### config.mk
export PLATFORM = sky130hd
export DESIGN_NAME = mem_wb_stage
export DESIGN_NICKNAME = d
export VERILOG_FILES = /design/src/rtl/mem_wb_stage.sv
export SDC_FILE = /design/constraint.sdc
export NUM_CORES = 1
export LEC_CHECK = 0
export BUFFER_PORTS_ARGS = -buffer_cell sky130_fd_sc_hd__buf_4
export CAP_MARGIN = 20
export CORE_ASPECT_RATIO = 0.9
export CORE_MARGIN = 2
export CORE_UTILIZATION = 50
export DETAILED_ROUTE_END_ITERATION = 12
export GPL_TIMING_DRIVEN = 0
export MAX_ROUTING_LAYER = met4
export PLACE_DENSITY = 0.81
export SLEW_MARGIN = 20
export SYNTH_ARGS = -nofsm -noshare
export SYNTH_HDL_FRONTEND = slang
export SYNTH_SLANG_ARGS = --single-unit
### constraint.sdc
create_clock -name clk -period 1.9 [get_ports clk]
set_input_delay 0.095 -clock clk [delete_from_list [all_inputs] [get_ports clk]]
set_output_delay 0.095 -clock clk [all_outputs]
set_load 0.1 [all_outputs]
### src/rtl/mem_wb_stage.sv
// MEM/WB pipeline register: load-data extraction, register-file write triple,
// stall/flush handling and the instret retire counter.
module mem_wb_stage #(
    parameter int unsigned data_size   = 32,
    parameter int unsigned log_reg_num = 5,
    parameter int unsigned cnt_w       = 64
) (
    input  logic                   clk,
    input  logic                   rst,
    input  logic                   mem_valid,
    input  logic                   mem_regwrite,
    input  logic                   mem_memtoreg,
    input  logic [log_reg_num-1:0] mem_rd,
    input  logic [data_size-1:0]   mem_alu_result,
    input  logic [data_size-1:0]   mem_load_word,
    input  logic [2:0]             mem_funct3,
    input  logic [1:0]             mem_addr_lo,
    input  logic                   stall,
    input  logic                   flush,
    output logic                   regwrite,
    output logic [log_reg_num-1:0] write_rd,
    output logic [data_size-1:0]   write_data,
    output logic                   wb_valid,
    output logic [cnt_w-1:0]       instret
);

    logic [7:0]           byte_val;
    logic [15:0]          half_val;
    logic [data_size-1:0] load_val;
    logic [data_size-1:0] sel_data;
    logic                 rd_nonzero;

    always_comb begin
        byte_val = '0;
        case (mem_addr_lo)
            2'd0:    byte_val = mem_load_word[7:0];
            2'd1:    byte_val = mem_load_word[15:8];
            2'd2:    byte_val = mem_load_word[23:16];
            default: byte_val = mem_load_word[31:24];
        endcase
        // Halfword lane depends only on addr_lo[1]; misaligned offsets are not trapped here.
        half_val = mem_addr_lo[1] ? mem_load_word[31:16] : mem_load_word[15:0];
    end

    always_comb begin
        load_val = mem_load_word;
        case (mem_funct3)
            3'b000:  load_val = {{(data_size-8){byte_val[7]}}, byte_val};
            3'b001:  load_val = {{(data_size-16){half_val[15]}}, half_val};
            3'b100:  load_val = {{(data_size-8){1'b0}}, byte_val};
            3'b101:  load_val = {{(data_size-16){1'b0}}, half_val};
            default: load_val = mem_load_word;
        endcase
        sel_data = mem_memtoreg ? load_val : mem_alu_result;
    end

    assign rd_nonzero = (mem_rd != '0);

    always_ff @(posedge clk or negedge rst) begin
        if (!rst) begin
            wb_valid   <= 1'b0;
            regwrite   <= 1'b0;
            write_rd   <= '0;
            write_data <= '0;
            instret    <= '0;
        end else if (flush) begin
            // Flush wins over stall; the rd/data lanes load but are meaningless with regwrite low.
            wb_valid   <= 1'b0;
            regwrite   <= 1'b0;
            write_rd   <= mem_rd;
            write_data <= sel_data;
        end else if (!stall) begin
            wb_valid   <= mem_valid;
            regwrite   <= mem_valid & mem_regwrite & rd_nonzero;
            write_rd   <= mem_rd;
            write_data <= sel_data;
            if (mem_valid) begin
                instret <= instret + cnt_w'(1);
            end
        end
    end

endmodule
* After elaboration in Yosys (flattened, before gate mapping)
Index checks and enable logic that the tools add are counted.
** Operators by class
- Bitwise logic cells :: 4
- Reductions and logical operators :: 4
- Equality and inequality tests :: 6
- Multiplexer cells :: 12
- Add/subtract/negate cells :: 1
** Operators with widths (count)
- $pmux 32 s4 :: 1
- $mux 32 :: 3
- $add 64x1->64 const B :: 1
- $pmux 8 s3 :: 1
- $mux 16 :: 1
- $mux 5 :: 2
- $eq 3x3->1 const B :: 2
- $reduce_bool 5->1 :: 1
- $mux 1 :: 4
- $eq 3x1->1 const B :: 1
- $logic_not 3->1 :: 1
- $reduce_and 3->1 :: 1
- $and 1x1->1 :: 2
- $eq 2x1->1 const B :: 1
- $eq 2x2->1 const B :: 1
- $logic_not 2->1 :: 1
- $ne 2x1->1 const B :: 1
- $not 1->1 :: 2
** Word-level totals
- Logic and storage cells :: 32
- Output and inout bits :: 103
- Bits in registers :: 103

* Depth between registers and ports, before layout
Gate-level depths: netlist of run 1.
- Depth after elaboration :: 6
- Mapped depth :: 7
- Mapped depth without buffers :: 6

* Worst setup path before layout of run 1
OpenSTA, ideal clock, no wires.
- Path kind :: flip-flop to flip-flop
- From :: register instret[10]
- To :: register instret[57]
- Clock period less this slack :: 2502 ps
- Setup time :: 163 ps
- Cell stages (with the launch flop) :: 7
- Arrival time :: 2339 ps
- Required time :: 1737 ps
- Slack :: -602 ps
- Buffers on the path :: 1
- Cell sequence :: dfrtp_1 > nand4_2 > nor4_4 > nand4_1 > buf_4 > nor4b_4 > xor2_1
** On the way
- Word-level cells in the longest chain between the ends :: 1
** RTL lines
- start: declaration :: line 24 : output logic [cnt_w-1:0] instret
- start signal: assignment :: line 78 : instret <= instret + cnt_w'(1);
- $add 64x1->64 :: line 78
Every way passes these cells.
A chain may end at the register's enable or synchronous reset.

* Worst setup path after layout of run 1
- From :: register instret[4]
- To :: register instret[57]
The elaborated chain is that of the path after synthesis.

==> metrics.md, run 1 <==
| Metric | Value |
|---|---|
| Status | `finished, violations left` |
| Failing checks | `setup timing` |
| Setup Crit Path Kind | `reg -> reg` |
| Top Ports | `184` |
| IO Port Bufs | `182` |
| Maximum vdd drop | `0.000902 V` |
| Initial antenna violation count | `0` |
| Period utilization | `100%` |
| Worst stage delay on the critical path | `0.46 ns` |
| Final worst slack | `-0.00942 ns` |
| EDFF count, synth | `0` |
| Max Freq | `524 MHz` |
| Drt initial violations | `289` |
| Share of layout cells above drive strength 1 | `41.8%` |
| Top_reg_cell synth | `dfrtp_1` |
| Hold/Removal Path Class | `in -> reg` |
| N_diodes | `0` |
| Site Rows | `35` |
| Sequential cell area | `2760 um2` |
| Clk sink count | `103` |
| Initial core utilization | `51.0%` |
| Count leader, synth | `dfrtp_1` |
| Placed inst area | `7060 um2` |
| Core Footprint | `10200 um2` |
| Vias in the first global route | `4844` |
| Drt pass-1 iters | `4` |
| RSZ-0062 raised after global routing | `true` |
| Distinct cell type count after synthesis | `45` |
| Crit path launch type | `register` |
| WP data arrival | `2.17 ns` |
| Largest area contributor in the netlist | `dfrtp_1` |
| Vias | `4939` |
| YS warnings | `0` |
| Fin area | `7630 um2` |
| Top-area cell type share of the netlist area | `49.5%` |
| Die Wd | `112 um` |
| Seq/Total Area, Yosys | `49.5%` |
| Final cell count without fillers | `873` |
| Vias per Instance | `5.66` |
| WL/cell | `18.2 um` |
| Post-Synthesis Cells | `530` |
| Clock skew | `0.00874 ns` |
| Pwr dens | `836 nW/um2` |
| Worst path cell trace | `nand4_4 -> nor4_4 -> nand4_1 -> buf_6 -> nor4b_4 -> xor2_1` |
| Worst-Skew Late Latency | `0.35 ns` |
| CTS tree | `done` |
| Reg clk slew, reported paths | `0.07 ns` |
| Root buffer cell | `clkbuf_16` |
| Routability cong. | `0.920` |
| DIE AREA | `11200 um2` |
| # nets final | `821` |
| Fin util | `74.8%` |
| Grt total ovfl | `0` |
| Multi-input logic area | `2710 um2` |
| Post-synthesis simple-gate area fraction | `24.2%` |
| Maxcap violations | `0` |
| Largest family of logic cells by synthesized area | `simple AND/OR/NAND/NOR gates` |
| Synthesized net count | `612` |
| Dpl cells | `841` |
| Largest cells by area after synthesis | `dfrtp_1 (50%), xor2_1 (5.7%), nand2_1 (5.2%)` |
| Worst Path Required | `2.16 ns` |
| Worst R2R Path Depth | `6` |
| H-tree depth | `3` |
| Setup crit end | `instret[57]` |
| Tot Pwr | `6.38 mW` |
| Adder-cell share of the synthesized area | `0.240%` |
| CP Max Fanout | `10` |
| Leak | `3.58 nW` |
| Num CTS Buffers | `9` |
| DRC | `0` |
| Crit Reg-Reg Startpoint | `instret[4]` |
| Setup crit end kind | `register` |
| Worst slew pin tran | `0.953 ns` |
| CP Launch Point | `instret[4]` |
| Yosys reg bits | `103` |
| Final WL | `15900 um` |
| Area grow syn2layout | `46.6%` |
| # fillers | `737` |
| Synth cell count leaders | `dfrtp_1 (103), nand2_1 (72), o21ai_0 (44), xor2_1 (34), a21oi_1 (30)` |
| Synthesized area | `5210 um2` |
| Max Slew Vio Count | `0` |
| R2R Path End | `instret[57]` |
| Mux contribution to synthesized area | `2.21%` |
| HPWL Detailed | `11500 um` |
| Asr flop ratio synth | `100%` |
| XOR/XNOR Fraction of Synth Area | `10.6%` |
| Largest net degree at the start of global routing | `104` |
| Global router's overall resource usage | `28.4%` |
| Max Root-Sink Buffers | `2` |
| FF-to-FF setup slack | `-0.009 ns` |
| Slew HR | `36.5%` |
| Post-Syn Area per Cell | `9.82 um2` |
| Setup TNS | `-0.00942 ns` |
| Final setup vio count | `1` |
| Compound-Gate Fraction of Synth Area | `10.4%` |
| Minimum clock period | `1.91 ns` |
| Die Y | `101 um` |
| Final Hold Fails | `0` |
| DRT antenna net count | `0` |
| First-pass GRT wire length | `24600 um` |
| CP max stage cell | `dfrtp_4` |
-- power by group --
part	leakage (nW)	total (mW)	internal (mW)	switching, mW
registers	1.22	2.51	2.35	0.153
clock network	0.156	2.01	1.19	0.820
logic	2.21	1.86	0.458	1.40
total	3.58	6.38	4.01	2.37
-- through the flow --
step	hold slack [ns]	setup WS, ns
floorplan	-0.201	-0.0674
global placement	0.298	-0.110
detailed placement	0.279	-0.223
CTS	0.00408	0.00240
global route	0.0169	-0.130
finish	0.0185	-0.00942
-- per-layer routing --
metal  wire length, um  up-vias  track usage [%]
met3              1040       34             6.49
li1                  -     2279                -
met5                 0        -                -
met2              7970      203             47.5
met4               444        0             9.97
met1              6460     2423             34.4
-- worst min path at each step --
| stage | startpoint | to | slack (ns) | depth (start not counted) |
|---|---|---|---|---|
| 2_1_floorplan | rst | instret[15] | -0.20 | 0 |
| 3_3_place_gp | flush | regwrite | 0.30 | 2 |
| 3_5_place_dp | rst | instret[7] | 0.28 | 1 |
| 4_1_cts | mem_load_word[28] | write_data[28] | 0.004 | 3 |
| 5_1_grt | mem_load_word[19] | write_data[19] | 0.02 | 3 |
| 6_report | mem_load_word[28] | write_data[28] | 0.02 | 3 |
-- logic make-up after synthesis --
logic type,after synthesis
flops,103
simple gates,223
mux,10
buf+inv,35
xor+xnor,63
compound gates,95
fa+ha+maj,1
-- repair_timing --
action	in CTS	in global routing
pin swaps	2	5
endpoints found under the setup margin	11	31
hold endpoints to repair	110	0
gates resized for setup	4	17
gates cloned	0	0
hold buffers	7	0
setup buffers	2	8
-- flip-flops by register name, indices dropped and copies added (netlist names) --
| register | flops |
|---|---|
| instret | 64 |
| regwrite | 1 |
| wb_valid | 1 |
| write_data | 32 |
| write_rd | 5 |
-- layout by cell type (no fill, tap or decap), types with 9 or more instances in the layout --
cell type    n
buf_4      193
nand2_1     71
dfrtp_1     46
dfrtp_4     45
o21ai_0     44
xor2_1      34
a21oi_1     30
xnor2_1     29
nor2_1      28
nand3_1     21
or3_1       17
clkbuf_1    17
nand4_1     14
nor4_4      12
dfrtp_2     12
nor2b_1     10
inv_1       10
nor3_2       9
clkbuf_16    9
-- critical path: cells and delay by family (launching register included) --
kind	cells	cell delay, ns
xor+xnor	1	0.18
buf+inv	1	0.21
flops	1	0.46
simple gates	4	0.97
-- layout make-up --
cell class	instances	share of cell area, %
Tap cell	129	2.11
Sequential cell	103	36.2
Timing Repair Buffer	199	19.9
Inverter	12	0.590
Clock buffer	11	3.18
Clock inverter	5	1.07
Buffer	22	1.48
Multi-Input combinational cell	392	35.5
(Power assumes the default switching activity.)
==> run 2: changes to the inputs <==
TNS_END_PERCENT = 30   (was unset)
==> run 2 against run 1 <==
  * The flow still finishes with violations (setup timing)
  * Utilization decreased by 0.75 points
  * Die area unchanged
  * Design area decreased by 1.0%
  * Combinational power about the same
  * Non-clock buffer count decreased by 6
  * Sequential share of layout area increased by 0.37 points
  * Critical path depth decreased by 1
  * Largest cell class unchanged
  * Largest power group unchanged
  * Via count decreased by 0.24%
  * Sequential cell count unchanged
  * Clock power about the same
  * Sequential power about the same
==> metrics.md, run 2 (synthesis results as in run 1) <==
| Metric | Value |
|---|---|
| Crit Reg-Reg Startpoint | `instret[12]` |
| Die Wd | `112 um` |
| DRC | `0` |
| Grt total ovfl | `0` |
| Slew HR | `36.8%` |
| Vias in the first global route | `4837` |
| Tot Pwr | `6.36 mW` |
| Hold/Removal Path Class | `in -> reg` |
| Crit path launch type | `register` |
| Share of power burned in registers | `39.4%` |
| Clk sink count | `103` |
| Setup Crit Path Kind | `reg -> reg` |
| H-tree depth | `3` |
| Pwr dens | `842 nW/um2` |
| Worst min-delay path startpoint | `mem_load_word[28]` |
| Final worst slack | `-0.00259 ns` |
| GR Util met1 | `34.4%` |
| CP max stage cell | `nor4_4` |
| RSZ-0062 raised after global routing | `true` |
| DIE AREA | `11200 um2` |
| Hold endpoint | `write_data[28]` |
| Commonest non-fill, non-tap cell in the layout | `buf_4` |
| Reg with most FFs | `instret` |
| Final setup vio count | `1` |
| Max Slew Vio Count | `0` |
| Met3 GRT Util | `6.49%` |
| IO Port Bufs | `182` |
| Worst hold stages | `3` |
| Global router's overall resource usage | `28.4%` |
| Reg clk slew, reported paths | `0.07 ns` |
| Sw Ratio | `37.1%` |
| Top Ports | `184` |
| Period utilization | `100%` |
| Failing checks | `setup timing` |
| Site Rows | `35` |
| Global route hottest layer | `met2` |
| Worst Path Required | `2.16 ns` |
| Num CTS Buffers | `9` |
| Status | `finished, violations left` |
| Top Registers | `instret (64), write_data (32), write_rd (5)` |
| Drt pass-1 iters | `5` |
| DRT antenna net count | `0` |
| Vias | `4927` |
| Initial antenna violation count | `0` |
| Worst-Skew Late Latency | `0.34 ns` |
| Vias per Instance | `5.68` |
| Net Switching | `2.36 mW` |
| FF-to-FF setup slack | `-0.003 ns` |
| Setup Slack @ Placement | `-0.223 ns` |
| Final Hold Fails | `0` |
| Power Internal | `4.00 mW` |
| Worst R2R Path Depth | `5` |
| Grt met2 use | `47.4%` |
| Clock power share | `31.5%` |
| Drt initial violations | `237` |
| Final cell count without fillers | `867` |
| CTS tree | `done` |
| Max Root-Sink Buffers | `2` |
| HPWL Detailed | `11500 um` |
| Max Freq | `526 MHz` |
| Most frequent cells in the layout | `buf_4 (187), nand2_1 (71), dfrtp_1 (46)` |
| Clock skew | `0.00798 ns` |
| Gate power share | `29.1%` |
| N_diodes | `0` |
| Initial core utilization | `51.0%` |
| Min Hold Slack | `0.0160 ns` |
| R2R Path End | `instret[50]` |
| Leak | `3.53 nW` |
| Worst slew pin tran | `0.948 ns` |
| CP Max Fanout | `7` |
| Die Y | `101 um` |
| Dpl cells | `841` |
| WP data arrival | `2.17 ns` |
| Max reg flops | `64` |
| Largest net degree at the start of global routing | `104` |
| Fin util | `74.1%` |
| Maximum vdd drop | `0.000975 V` |
| Minimum clock period | `1.90 ns` |
| Final WL | `15600 um` |
| Worst stage delay on the critical path | `0.46 ns` |
| Worst path cell trace | `nand3_4 -> nor4_4 -> nand2_2 -> nor4_2 -> xor2_1` |
| Setup crit end kind | `register` |
| WL/cell | `18.0 um` |
| Core Footprint | `10200 um2` |
| Root buffer cell | `clkbuf_16` |
| First-pass GRT wire length | `24600 um` |
| Maxcap violations | `0` |
| Share of layout cells above drive strength 1 | `41.2%` |
| Routability cong. | `0.920` |
| Area grow syn2layout | `45.1%` |
| # nets final | `815` |
run 2: routing by layer:
layer	share of wire, %	up-vias
li1	-	2269
met1	40	2400
met2	50	227
met3	7.4	31
met4	2.8	0
met5	0	-
run 2: per-stage QoR:
step / setup TNS [ns] / instance area (um2)
after floorplan: -0.743 / 5530
after global placement: -0.396 / 7060
after detailed placement: -0.853 / 7060
after CTS: -0.0519 / 7480
after global routing: -1.13 / 7560
final: -0.00259 / 7560
run 2: worst max path at each step:
stage / cells past startpoint / end / slack [ns] / startpoint
2_1_floorplan: 6 / instret[57] / -0.07 / instret[10]
3_3_place_gp: 5 / instret[58] / -0.11 / instret[48]
3_5_place_dp: 5 / instret[54] / -0.22 / instret[48]
4_1_cts: 6 / instret[30] / -0.05 / instret[0]
5_1_grt: 6 / instret[57] / -0.13 / instret[4]
6_report: 5 / instret[50] / -0.003 / instret[12]
run 2: final cells by class:
class	count	area (um2)
Clock inverter	5	81.3
Tap cell	129	161
Fill cell	754	2650
Clock buffer	11	243
Timing Repair Buffer	192	1460
Sequential cell	103	2760
Buffer	23	114
Inverter	12	45.0
Multi-Input combinational cell	392	2690
run 2: power by group through the flow:
stage | clock (mW) | combinational [mW] | sequential [mW]
6_report | 2.00 | 1.85 | 2.51
5_1_grt | 2.11 | 1.94 | 2.52
4_1_cts | 2.03 | 1.85 | 2.50
3_5_place_dp | 0 | 1.83 | 2.54
3_3_place_gp | 0 | 1.81 | 2.54
2_1_floorplan | 0 | 0.285 | 3.54
run 2: worst max-delay path, delay by kind of cell (launching register included):
family / cells / cell delay, ns
xor+xnor: 1 / 0.19
flops: 1 / 0.45
simple gates: 4 / 1.18
run 2: repair_timing:
action | in CTS | in global routing
hold buffers | 7 | 0
endpoints found under the setup margin | 11 | 36
gates resized for setup | 2 | 16
cloned | 0 | 0
pin swaps | 1 | 3
hold endpoints to repair | 110 | 0
setup buffers | 2 | 1
==> run 3: changes to the inputs <==
--- a/config.mk
+++ b/config.mk
@@ -11,4 +11,5 @@
 export CORE_MARGIN = 2
 export CORE_UTILIZATION = 50
+export CTS_CLUSTER_DIAMETER = 40
 export DETAILED_ROUTE_END_ITERATION = 12
 export GPL_TIMING_DRIVEN = 0
==> constraint.sdc (replaced) <==
create_clock -name clk -period 1.9 [get_ports clk]
set_input_delay 0.285 -clock clk [delete_from_list [all_inputs] [get_ports clk]]
set_output_delay 0.285 -clock clk [all_outputs]
set_load 0.1 [all_outputs]
==> run 3 against run 2 <==
  * The flow still finishes with violations (setup timing)
  * Sequential power hardly changed
  * Register-to-register slack barely moved
  * First-iteration DRC count shrank 8.0%
  * Sequential cell count is the same
  * Via count grew 0.16%
  * Global-route usage fell by 0.42 points
  * Utilization is 0.69 points lower
  * Setup slack gained 0.0017 ns
  * Critical endpoint unchanged
  * Highest routed layer unchanged
==> metrics.md, run 3 (synthesis results as in run 1) <==
| Metric | Value |
|---|---|
| Status | `finished, violations left` |
| Failing checks | `setup timing` |
| First-pass GRT wire length | `24200 um` |
| Crit path launch type | `register` |
| Final setup vio count | `1` |
| Initial antenna violation count | `0` |
| Drt pass-1 iters | `5` |
| Worst R2R Path Depth | `5` |
| Period utilization | `100%` |
| # nets final | `808` |
| Tot Pwr | `6.34 mW` |
| Clock skew | `0.00862 ns` |
| Worst slew pin tran | `0.942 ns` |
| Final WL | `15300 um` |
| Share of layout cells above drive strength 1 | `41.6%` |
| Area grow syn2layout | `43.8%` |
| Core Footprint | `10200 um2` |
| Maxcap violations | `0` |
| Setup Slack @ Placement | `-0.223 ns` |
| Initial core utilization | `51.0%` |
| Crit path max-delay family | `simple AND/OR/NAND/NOR gates` |
| RSZ-0062 raised after global routing | `true` |
| Die Wd | `112 um` |
| Setup crit end kind | `register` |
| Vias in the first global route | `4777` |
| Setup TNS | `-0.000850 ns` |
| Drt initial violations | `218` |
| Fin util | `73.4%` |
| Commonest non-fill, non-tap cell in the layout | `buf_4` |
| Grt total ovfl | `0` |
| Num CTS Buffers | `9` |
| Setup crit end | `instret[50]` |
| WL/cell | `17.8 um` |
| Die Y | `101 um` |
| Site Rows | `35` |
| Final worst slack | `-0.000850 ns` |
| # fillers | `765` |
| Top Ports | `184` |
| Pwr dens | `847 nW/um2` |
| DRC | `0` |
| Worst Path Required | `2.16 ns` |
| CP max stage cell | `nor4_4` |
| FF-to-FF setup slack | `-0.0008 ns` |
| Clk sink count | `103` |
| IO Port Bufs | `182` |
| Minimum clock period | `1.90 ns` |
| Largest net degree at the start of global routing | `104` |
| Fin area | `7490 um2` |
| Crit path depth | `5` |
| Final Hold Fails | `0` |
| Slew HR | `37.2%` |
| WP data arrival | `2.17 ns` |
| Vias per Instance | `5.74` |
| Leak | `3.50 nW` |
| HPWL Detailed | `11500 um` |
| Top Registers | `instret (64), write_data (32), write_rd (5)` |
| WP buf/inv | `0` |
| H-tree depth | `3` |
| Setup Crit Path Kind | `reg -> reg` |
| Crit Reg-Reg Startpoint | `instret[12]` |
| N_diodes | `0` |
| Global router's overall resource usage | `28.0%` |
| DIE AREA | `11200 um2` |
| Placed inst area | `7060 um2` |
| CTS tree | `done` |
| Dpl cells | `841` |
| Final cell count without fillers | `860` |
| CP Launch Point | `instret[12]` |
| Max Root-Sink Buffers | `2` |
| Most frequent cells in the layout | `buf_4 (187), nand2_1 (71), dfrtp_1 (46)` |
| Max reg flops | `64` |
| CP Max Fanout | `7` |
| Worst path cell trace | `nand3_4 -> nor4_4 -> nand2_2 -> nor4_2 -> xor2_1` |
| Worst-Skew Late Latency | `0.35 ns` |
| Max Slew Vio Count | `0` |
| Routability cong. | `0.920` |
| Root buffer cell | `clkbuf_16` |
| DRT antenna net count | `0` |
| R2R Path End | `instret[50]` |
| Reg with most FFs | `instret` |
| Min Hold Slack | `0.0237 ns` |
| Maximum vdd drop | `0.000972 V` |
| Hold/Removal Path Class | `in -> async` |
| Reg clk slew, reported paths | `0.07 ns` |
| Vias | `4935` |
| Worst stage delay on the critical path | `0.46 ns` |
| Max Freq | `526 MHz` |
-- run 3: power breakdown --
| group | internal, mW | total (mW) | switching, mW | leakage (nW) |
|---|---|---|---|---|
| clock network | 1.19 | 2.00 | 0.806 | 0.156 |
| logic | 0.443 | 1.84 | 1.39 | 2.12 |
| registers | 2.36 | 2.51 | 0.153 | 1.22 |
-- run 3: timing repair --
item                                    4_1_cts  5_1_grt
hold buffers                                  0        0
buffers inserted                              2        1
gates resized for setup                       2       16
endpoints found under the setup margin       11       36
pin swaps                                     1        3
cloned                                        0        0
hold endpoints to repair                      0        0
-- run 3: metal layers --
layer / vias to the layer above / track usage, % / part of all wire (%)
met2: 229 / 46.4 / 49
li1: 2257 / - / -
met3: 33 / 6.37 / 8.0
met1: 2416 / 34.4 / 40
met5: - / - / 0
met4: 0 / 9.50 / 2.8
-- run 3: area by class of cell --
class / count / area, um2 / share of cell area, %
sequential: 103 / 2760 / 36.9
multi-input combinational: 392 / 2690 / 35.9
tap: 129 / 161 / 2.16
inverter: 12 / 45.0 / 0.602
clock inverter: 5 / 81.3 / 1.09
buffer: 23 / 114 / 1.52
clock buffer: 11 / 243 / 3.24
timing repair buffer: 185 / 1390 / 18.6
-- run 3: worst min path at each step --
stage / start / to
detailed placement: write_rd[0] / write_rd[0]
finish: rst / instret[7]
floorplan: rst / instret[15]
global placement: instret[63] / instret[63]
CTS: rst / instret[7]
global route: flush / regwrite
